==> src/rtl/mips_isa_pkg.sv <==
// Shared MIPS ISA definitions: opcodes (also used by the control decoder),
// symbolic instruction kinds accepted by the program loader, and loader error codes.
package mips_isa_pkg;

  localparam logic [5:0] OP_RTYPE = 6'b000000;
  localparam logic [5:0] OP_LW    = 6'b100011;
  localparam logic [5:0] OP_SW    = 6'b101011;
  localparam logic [5:0] OP_BEQ   = 6'b000100;
  localparam logic [5:0] OP_BNE   = 6'b000101;
  localparam logic [5:0] OP_ADDI  = 6'b001000;
  localparam logic [5:0] OP_ADDIU = 6'b001001;
  localparam logic [5:0] OP_ANDI  = 6'b001100;
  localparam logic [5:0] OP_ORI   = 6'b001101;
  localparam logic [5:0] OP_XORI  = 6'b001110;
  localparam logic [5:0] OP_LUI   = 6'b001111;
  localparam logic [5:0] OP_J     = 6'b000010;
  localparam logic [5:0] OP_JAL   = 6'b000011;

  typedef enum logic [3:0] {
    K_R     = 4'd0,
    K_LW    = 4'd1,
    K_SW    = 4'd2,
    K_BEQ   = 4'd3,
    K_BNE   = 4'd4,
    K_ADDI  = 4'd5,
    K_ADDIU = 4'd6,
    K_ANDI  = 4'd7,
    K_ORI   = 4'd8,
    K_XORI  = 4'd9,
    K_LUI   = 4'd10,
    K_J     = 4'd11,
    K_JAL   = 4'd12
  } kind_e;

  typedef enum logic [2:0] {
    ERR_NONE   = 3'd0,
    ERR_KIND   = 3'd1,
    ERR_BRANCH = 3'd2,
    ERR_JUMP   = 3'd3,
    ERR_OVF    = 3'd4
  } err_e;

  // Primary opcode for a given instruction kind (illegal kinds map to 0).
  function automatic logic [5:0] kind_opcode(input logic [3:0] kind);
    logic [5:0] op;
    op = OP_RTYPE;
    case (kind)
      K_LW:    op = OP_LW;
      K_SW:    op = OP_SW;
      K_BEQ:   op = OP_BEQ;
      K_BNE:   op = OP_BNE;
      K_ADDI:  op = OP_ADDI;
      K_ADDIU: op = OP_ADDIU;
      K_ANDI:  op = OP_ANDI;
      K_ORI:   op = OP_ORI;
      K_XORI:  op = OP_XORI;
      K_LUI:   op = OP_LUI;
      K_J:     op = OP_J;
      K_JAL:   op = OP_JAL;
      default: op = OP_RTYPE;
    endcase
    return op;
  endfunction

endpackage

==> src/rtl/instr_field_packer.sv <==
// Combinational packer: symbolic instruction kind + fields + pc -> 32-bit
// machine word, with target range/alignment checking for branches and jumps.
module instr_field_packer
  import mips_isa_pkg::*;
(
  input  logic [3:0]  kind,
  input  logic [4:0]  rs,
  input  logic [4:0]  rt,
  input  logic [4:0]  rd,
  input  logic [4:0]  shamt,
  input  logic [5:0]  funct,
  input  logic [15:0] imm,
  input  logic [31:0] target,
  input  logic [31:0] pc,
  output logic [31:0] word,
  output logic [2:0]  err
);

  logic [31:0]        pc4;
  logic signed [31:0] diff;
  logic signed [31:0] off;
  logic               br_ok;
  logic               jmp_ok;
  logic [5:0]         op;

  assign pc4    = pc + 32'd4;
  assign diff   = $signed(target - pc4);
  assign off    = diff >>> 2;
  assign br_ok  = (target[1:0] == 2'b00) && (off >= -32'sd32768) && (off <= 32'sd32767);
  assign jmp_ok = (target[1:0] == 2'b00) && (target[31:28] == pc4[31:28]);
  assign op     = kind_opcode(kind);

  // Select the instruction format and flag targets that cannot be encoded.
  always_comb begin
    word = '0;
    err  = ERR_NONE;
    case (kind)
      K_R: word = {OP_RTYPE, rs, rt, rd, shamt, funct};
      K_LW, K_SW, K_ADDI, K_ADDIU, K_ANDI, K_ORI, K_XORI:
        word = {op, rs, rt, imm};
      K_LUI: word = {op, 5'd0, rt, imm};
      K_BEQ, K_BNE: begin
        word = {op, rs, rt, off[15:0]};
        if (!br_ok) err = ERR_BRANCH;
      end
      K_J, K_JAL: begin
        word = {op, target[27:2]};
        if (!jmp_ok) err = ERR_JUMP;
      end
      default: err = ERR_KIND;
    endcase
  end

endmodule

==> src/rtl/instr_stream_encoder.sv <==
// Program loader: accepts symbolic instructions over valid/ready, encodes
// them and writes them sequentially into instruction memory from base_addr.
module instr_stream_encoder
  import mips_isa_pkg::*;
#(
  parameter int DEPTH = 1024,
  parameter int CNT_W = 11
) (
  input  logic             clk,
  input  logic             reset,
  input  logic             start,
  input  logic [31:0]      base_addr,
  input  logic             in_valid,
  output logic             in_ready,
  input  logic [3:0]       in_kind,
  input  logic [4:0]       in_rs,
  input  logic [4:0]       in_rt,
  input  logic [4:0]       in_rd,
  input  logic [4:0]       in_shamt,
  input  logic [5:0]       in_funct,
  input  logic [15:0]      in_imm,
  input  logic [31:0]      in_target,
  input  logic             done_req,
  output logic             imem_we,
  output logic [31:0]      imem_addr,
  output logic [31:0]      imem_wdata,
  output logic [CNT_W-1:0] count,
  output logic             busy,
  output logic             done,
  output logic             error,
  output logic [2:0]       err_code
);

  typedef enum logic [1:0] {S_IDLE, S_LOAD, S_DONE, S_ERR} state_e;

  state_e           state, state_nxt;
  logic [31:0]      base;
  logic [CNT_W-1:0] cnt;
  logic [2:0]       err_q;
  logic [31:0]      pc;
  logic [31:0]      pk_word;
  logic [2:0]       pk_err;
  logic [2:0]       beat_code;
  logic             acc;
  logic             beat_bad;
  logic             wr;

  assign pc        = base + {{(30-CNT_W){1'b0}}, cnt, 2'b00};
  assign acc       = in_valid & in_ready;
  assign beat_code = (cnt == CNT_W'(DEPTH)) ? ERR_OVF : pk_err;
  assign beat_bad  = (beat_code != ERR_NONE);
  assign wr        = acc & ~beat_bad;

  instr_field_packer u_packer (
    .kind   (in_kind),
    .rs     (in_rs),
    .rt     (in_rt),
    .rd     (in_rd),
    .shamt  (in_shamt),
    .funct  (in_funct),
    .imm    (in_imm),
    .target (in_target),
    .pc     (pc),
    .word   (pk_word),
    .err    (pk_err)
  );

  // State register.
  always_ff @(posedge clk) begin
    if (reset) state <= S_IDLE;
    else       state <= state_nxt;
  end

  // Next state: start overrides everything; a bad beat beats done_req.
  always_comb begin
    state_nxt = state;
    if (start) begin
      state_nxt = S_LOAD;
    end else if (state == S_LOAD) begin
      if (acc && beat_bad) state_nxt = S_ERR;
      else if (done_req)   state_nxt = S_DONE;
    end
  end

  // Status outputs decoded from the current state.
  always_comb begin
    in_ready = (state == S_LOAD) && !start;
    busy     = (state == S_LOAD);
    done     = (state == S_DONE);
    error    = (state == S_ERR);
  end

  // Session registers: base, word count, latched error code.
  always_ff @(posedge clk) begin
    if (reset) begin
      base  <= '0;
      cnt   <= '0;
      err_q <= ERR_NONE;
    end else if (start) begin
      base  <= base_addr;
      cnt   <= '0;
      err_q <= ERR_NONE;
    end else if (acc) begin
      if (beat_bad) err_q <= beat_code;
      else          cnt   <= cnt + CNT_W'(1);
    end
  end

  // Output stage: one registered write per accepted legal beat.
  always_ff @(posedge clk) begin
    if (reset) begin
      imem_we    <= 1'b0;
      imem_addr  <= '0;
      imem_wdata <= '0;
    end else begin
      imem_we <= wr;
      if (wr) begin
        imem_addr  <= pc;
        imem_wdata <= pk_word;
      end
    end
  end

  assign count    = cnt;
  assign err_code = err_q;

endmodule

==> config.mk <==
export PLATFORM = sky130hd
export DESIGN_NAME = instr_stream_encoder
export DESIGN_NICKNAME = d
export VERILOG_FILES = /design/src/rtl/mips_isa_pkg.sv /design/src/rtl/instr_field_packer.sv /design/src/rtl/instr_stream_encoder.sv
export SDC_FILE = /design/constraint.sdc
export NUM_CORES = 1
export LEC_CHECK = 0
export CORE_MARGIN = 2
export CORE_UTILIZATION = 54
export DETAILED_ROUTE_END_ITERATION = 10
export GPL_ROUTABILITY_DRIVEN = 0
export PLACE_DENSITY = 0.88
export REMOVE_ABC_BUFFERS = 1
export SETUP_SLACK_MARGIN = 0.5
export SKIP_CTS_REPAIR_TIMING = 1
export SLEW_MARGIN = 20
export SYNTH_ARGS = -nofsm -noshare
export SYNTH_HDL_FRONTEND = slang
export SYNTH_SLANG_ARGS = --single-unit
export TNS_END_PERCENT = 5
==> constraint.sdc <==
create_clock -name clk -period 14.3 [get_ports clk]
set_clock_uncertainty 0.05 [all_clocks]
set_input_delay 2.86 -clock clk [delete_from_list [all_inputs] [get_ports clk]]
set_output_delay 2.86 -clock clk [all_outputs]
set_load 0.01 [all_outputs]
==> qor.yml, run 1 <==
power_and_ir_drop:
  p_leak_nw: 4.41
  p_per_area_nw_per_um2: 75.6
  finalPower_w: 0.000833
  peakVddDrop_v: 0.0000708
worst_setup_path:
  start_kind: "flip-flop"
  crit_arrival_ps: 8120
  crit_type: "reg -> reg"
  r2r_start: "count[8]$_SDFFE_PP0P_"
  rrSetupSlack_ps: 6330
  cp-end-kind: "flip-flop"
  cp.required_ps: 14460
  startpoint: "count[8]$_SDFFE_PP0P_"
  crit_fanout: 69
  r2r-end: "imem_addr[16]$_SDFFE_PP0P_"
  reg2regPathDepth: 24
  cp-endpoint: "imem_addr[16]$_SDFFE_PP0P_"
yosys:
  yosysSeqAreaShare_pct: 25.8
  ys_seq_elements: 112
  yosys.area_share.adder_pct: 7.13
  synthCells: 1074
  synth_compound_area_share_pct: 23.1
  synth_area_leaders: "dfxtp_1 26%, mux2i_1 9.8%, ha_1 6.9%, nor2_1 5.2%, xnor2_1 4.5%"
  yosysUniqueCellTypes: 91
  mappedNetlistArea_um2: 8710
  synth_top_family_by_area: "compound AO/OA/AOI/OAI gates"
  dominantRegCellSynth: "dfxtp_1"
  yosys.area.top_type: "dfxtp_1"
  synth_simple_gate_area_share_pct: 21.4
  avgSynthCellArea_um2: 8.11
  synth-async-reset-ratio_pct: 0
  synth_edf_count: 0
  synth_xor_area_share_pct: 7.62
  synth_top_area_share_pct: 25.8
  synthMuxAreaShare_pct: 10.2
  yosys_warnings: 0
global_routing:
  overflow: 0
  first_global_vias: 8092
  antenna_found_initial: 0
  grt_max_degree: 70
  grt_pass1_wl_um: 40100
  track_usage_pct: 29.1
clock_tree:
  cts-root-buf: "clkbuf_16"
  cts_sinks: 112
  h-tree-depth: 3
  clkTransAtPathRegs_ps: 70
  clock_latency_ps: 360
  cts_inserted_buffers: 9
  cts_buffer_depth: 2
  cts_tree: "yes"
final_layout:
  fill_cells: 1254
  syn_to_final_growth_pct: 26.6
  multi_input_area_um2: 6080
  final_nets: 1390
  final_cell_mix: "194 x clkdlybuf4s50_1, 120 x nor2_1, 112 x dfxtp_1, 85 x mux2i_1, 79 x nand2_1"
  antenna_cells: 0
  drive_gt1_share_pct: 4.39
  final_area_um2: 11000
  final_common_cell: "clkdlybuf4s50_1"
  regArea_um2: 2240
placement:
  numPortBuffers: 196
  hpwl_um: 19500
  placed_area_um2: 10700
floorplan:
  die_x_um: 131
  initial_utilization_pct: 55.0
  core_um2: 15800
  io_pins: 198
  die_h_um: 131
  die_area_um2: 17200
  fp-row-count: 46
sta:
  fmax_ghz: 0.126
  timing.setup.tns_ps: 0
  hold_viol_final: 0
  tightest_slew_ps: 1050
  relSlewSlack_pct: 30.1
  post-route-period-util_pct: 55.7
  finalCriticalPeriod_ps: 7970
  slew_violations: 0
  finalSetupViolCount: 0
  rsz0062_at_grt: "false"
hold_path:
  hp-class: "reg -> reg"
route:
  vias: 8911
  drt_iter0_drc: 1065
  ant_nets: 0
  wl_per_cell_um: 17.6
  wl_um: 25500
  dr.pass1.iters: 6
  drc: 0
  viasPerCell: 6.16
run_status:
  status: "finished, final reports clean"
job:
  max-cap-violations: 0
[worst min-delay path by stage]
| stage | startpoint | endpoint | slack, ps | cells past startpoint |
|---|---|---|---|---|
| 2_1_floorplan | base[30]$_SDFFE_PP0P_ | base[30]$_SDFFE_PP0P_ | 410 | 2 |
| 3_3_place_gp | imem_wdata[10]$_SDFFE_PP0P_ | imem_wdata[10]$_SDFFE_PP0P_ | 390 | 2 |
| 3_5_place_dp | imem_wdata[27]$_SDFFE_PP0P_ | imem_wdata[27]$_SDFFE_PP0P_ | 400 | 2 |
| 4_1_cts | imem_wdata[27]$_SDFFE_PP0P_ | imem_wdata[27]$_SDFFE_PP0P_ | 410 | 2 |
| 5_1_grt | imem_wdata[27]$_SDFFE_PP0P_ | imem_wdata[27]$_SDFFE_PP0P_ | 430 | 2 |
| 6_report | imem_wdata[27]$_SDFFE_PP0P_ | imem_wdata[27]$_SDFFE_PP0P_ | 410 | 2 |
[layout make-up]
| class | instances | share of cell area, % |
|---|---|---|
| clock buffer | 11 | 2.20 |
| sequential | 112 | 20.3 |
| inverter | 30 | 1.02 |
| timing repair buffer | 203 | 18.2 |
| multi-input combinational | 870 | 55.2 |
| tap | 216 | 2.45 |
| clock inverter | 5 | 0.579 |
[kinds of logic after synthesis]
group | after synthesis
flops | 112
compound gates | 284
simple gates | 374
mux | 88
xor+xnor | 74
fa+ha+maj | 49
other cells | 1
buf+inv | 92
[per-layer routing]
layer / vias up / global-route usage [%] / part of all wire [%]
met1: 4152 / 38.1 / 43
met2: 427 / 49.9 / 47
met4: 0 / 8.39 / 1.7
met3: 35 / 4.03 / 7.9
met5: - / 0 / 0
li1: 4297 / - / -
[flip-flops by register name, indices dropped and copies added, names as in the netlist]
name and count:
base 32, state 2, imem_addr 32, count 11, imem_wdata 31, imem_we 1, err_code 3
[metrics by stage]
stage / utilization [%] / instances / setup slack [ps] / hold slack [ps]
finish: 69.6 / 1447 / 6330 / 407
global route: 69.6 / 1447 / 5870 / 426
CTS: 69.6 / 1447 / 6520 / 407
detailed placement: 67.7 / 1431 / 6560 / 397
global placement: 67.7 / 1431 / 6750 / 391
floorplan: - / 1012 / 6500 / 410
[critical path, stage by stage (launching register included)]
cell and delay [ps]:
dfxtp_1 440, ha_1 370, a21oi_1 340, a2bb2oi_1 770
mux2_2 410, o311ai_1 180, nand2_1 130, nor4b_1 440
and3_1 240, nand2_1 70, xnor2_1 180, ha_1 400
a21oi_1 310, a21oi_1 120, a211oi_1 330, o21ai_1 130
a31oi_2 340, o21ai_0 230, a21oi_1 180, xnor3_2 470
a311o_1 370, nand3_4 100, buf_4 760, mux2i_1 280
nor2_1 80
[synth_stat cells (15+ instances only)]
master and n:
nor2_1 120, dfxtp_1 112, mux2i_1 85, nand2_1 79
a21oi_1 77, o21ai_0 49, ha_1 48, xnor2_1 45
clkbuf_1 33, nand3_1 31, inv_1 30, nor3_1 29
xor2_1 28, a222oi_1 16, and2_1 15, buf_2 15
[report_power, final]
part           internal (W)  leakage (nW)  switching [W]
Sequential         0.000320         0.910     0.00000977
Combinational      0.000107          3.35       0.000130
Clock              0.000143         0.152       0.000123
Total              0.000570          4.41       0.000263
Power figures use the tool's default switching activity.
==> inputs of run 2 (changes only) <==
Settings changed: CORE_UTILIZATION 54 to 47, PLACE_DENSITY 0.88 to 0.82.
Clock period 14.3 ns to 7.17 ns, I/O delays scaled along.
==> run 2 against run 1 <==
The run now ends with DRC left. Global-route usage decreased by 3.1 points. Clock power increased by 100%. Sequential share of layout area decreased by 0.89 points. Final area increased by 5.0%. Hold slack improved by 2.7 ps. Critical path type unchanged. Critical endpoint is now imem_addr[0]$_SDFFE_PP0P_.
==> qor.yml, run 2 (same netlist as run 1, synthesis figures left out) <==
final_layout:
  final_cell_mix: "194 x clkdlybuf4s50_1, 119 x nor2_1, 105 x dfxtp_1, 85 x mux2i_1, 79 x nand2_1"
  drive_gt1_share_pct: 9.99  # +5.6 points
  fin_cells: 1490  # +3.0%
  antenna_cells: 0  # unchanged
  top_regs: "base: 32 flops, imem_addr: 32 flops, imem_wdata: 31 flops"
  final_common_cell: "clkdlybuf4s50_1"
  syn_to_final_growth_pct: 32.9
  fill_cells: 1502  # +20%
  final_area_um2: 11600  # +5.0%
  final_nets: 1420  # +2.2%
placement:
  hpwl_um: 20000  # +2.2%
  placed_area_um2: 10900  # +1.4%
  numPortBuffers: 196  # unchanged
  place_inst: 1460  # +2.0%
route:
  wl_met2_um: 12900  # +6.9%
  dr.pass1.iters: 11  # +5
  wl_um: 27300  # +7.0%
  drc: 17  # +17
  drt_iter0_drc: 943  # -11%
  ant_nets: 0  # unchanged
  route.met3.wl_um: 2190  # +8.5%
  vias: 8983  # +0.81%
  met1Wirelength_um: 11800  # +7.3%
  viasPerCell: 6.03  # -2.1%
  highest_layer: "met4"
  wl_per_cell_um: 18.3  # +3.9%
power_and_ir_drop:
  p_clk_share_pct: 31.4  # -0.5 points
  p_leak_nw: 4.64  # +5.0%
  finalPower_w: 0.00170  # +100%
  intPower_w: 0.00115  # +100%
  p_per_area_nw_per_um2: 147  # +94%
  p_comb_share_pct: 29.7  # +1.3 points
  peakVddDrop_v: 0.000109  # +53%
  p_seq_share_pct: 38.8  # -0.8 points
  switching_share_pct: 32.0  # +0.46 points
  power.switching_w: 0.000543  # +110%
global_routing:
  grt_pass1_wl_um: 41700  # +4.1%
  overflow: 0  # unchanged
  grt_max_degree: 52  # -26%
  track_usage_pct: 25.9  # -3.1 points
  first_global_vias: 8337  # +3.0%
  antenna_found_initial: 0  # unchanged
clock_tree:
  cts_buffer_depth: 2  # unchanged
  clkTransAtPathRegs_ps: 80  # about the same
  cts_sinks: 112  # unchanged
  cts_tree: "yes"
  cts-root-buf: "clkbuf_16"
  clock_latency_ps: 360  # about the same
  cts_inserted_buffers: 9  # unchanged
  h-tree-depth: 3  # unchanged
hold_path:
  min_from: "imem_wdata[10]$_SDFFE_PP0P_"
  hold_end: "imem_wdata[10]$_SDFFE_PP0P_"
  hp-class: "reg -> reg"
  hold_depth: 2  # unchanged
worst_setup_path:
  critPathBufInv: 2  # +1
  slowest_delay_ps: 540  # -230 ps
  cp.required_ps: 7350  # -7110 ps
  r2r-end: "imem_addr[0]$_SDFFE_PP0P_"
  cp-end-kind: "flip-flop"
  crit_fanout: 13  # -81%
  crit_arrival_ps: 6630  # -1490 ps
  start_kind: "flip-flop"
  reg2regPathDepth: 26  # +8.3%
  crit_type: "reg -> reg"
  critPathTopFamily: "simple AND/OR/NAND/NOR gates"
  crit_top_cell: "a21o_1"
  r2r_start: "count[10]$_SDFFE_PP0P_"
  cpMaxStageDelayCell: "or4_4"
  rrSetupSlack_ps: 720  # -5610 ps
sta:
  hold_viol_final: 0  # unchanged
  tightest_slew_ps: 896  # -153 ps
  whs_ps: 410  # +2.74 ps
  finalCriticalPeriod_ps: 6450  # -1520 ps
  slew_violations: 0  # unchanged
  rsz0062_at_grt: "false"
  finalSetupViolCount: 0  # unchanged
  fmax_ghz: 0.155  # +24%
  post-route-period-util_pct: 89.9  # +34 points
  relSlewSlack_pct: 39.8  # +9.7 points
floorplan:
  io_pins: 198  # unchanged
  initial_utilization_pct: 48.1  # -6.9 points
  die_h_um: 140  # +7.0%
  fp-row-count: 49  # +6.5%
  core_um2: 18100  # +14%
  die_area_um2: 19600  # +14%
  die_x_um: 140  # +7.0%
run_status:
  violations: "DRC"
  status: "finished with violations"
job:
  max-cap-violations: 0  # unchanged
run 2: how the worst max path moves through the flow:
stage | startpoint | to | depth (start not counted)
6_report | count[10]$_SDFFE_PP0P_ | imem_addr[0]$_SDFFE_PP0P_ | 26
5_1_grt | count[9]$_SDFFE_PP0P_ | count[3]$_SDFFE_PP0P_ | 25
4_1_cts | count[0]$_SDFFE_PP0P_ | count[3]$_SDFFE_PP0P_ | 27
3_5_place_dp | base[2]$_SDFFE_PP0P_ | count[3]$_SDFFE_PP0P_ | 26
3_3_place_gp | count[0]$_SDFFE_PP0P_ | count[3]$_SDFFE_PP0P_ | 27
2_1_floorplan | count[8]$_SDFFE_PP0P_ | count[3]$_SDFFE_PP0P_ | 24
run 2: power by group through the flow:
stage,Sequential [W],Clock [W],Combinational [W]
global placement,0.000672,0,0.000463
floorplan,0.000669,0,0.000288
detailed placement,0.000672,0,0.000471
finish,0.000659,0.000534,0.000505
CTS,0.000658,0.000541,0.000475
global route,0.000662,0.000559,0.000548
run 2: layout make-up:
class | count | area, um^2 | area share [%]
Sequential cell | 112 | 2250 | 19.4
Clock buffer | 12 | 246 | 2.13
Multi-Input combinational cell | 870 | 6320 | 54.6
Timing Repair Buffer | 233 | 2300 | 19.9
Inverter | 30 | 113 | 0.973
Tap cell | 229 | 287 | 2.48
Clock inverter | 4 | 52.6 | 0.454
run 2: layer usage:
metal  up-vias  track usage, %
met5         -               0
met4         0            5.85
met3        42            5.71
met2       400            44.3
met1      4192            33.6
li1       4349               -
run 2: tightest hold or removal path: cells and delay by family (launching register included):
family / cells / cell delay, ps
AOI/OAI and AO/OA: 1 / 50
DFF: 1 / 320
and+or+nand+nor: 1 / 50
run 2: stage by stage:
stage | TNS (ps) | util, % | setup WS [ps]
2_1_floorplan | -22390 | - | -634
3_3_place_gp | 0 | 60.0 | 362
3_5_place_dp | 0 | 60.0 | 76.3
4_1_cts | 0 | 61.7 | 6.38
5_1_grt | 0 | 64.0 | 402
6_report | 0 | 64.0 | 722
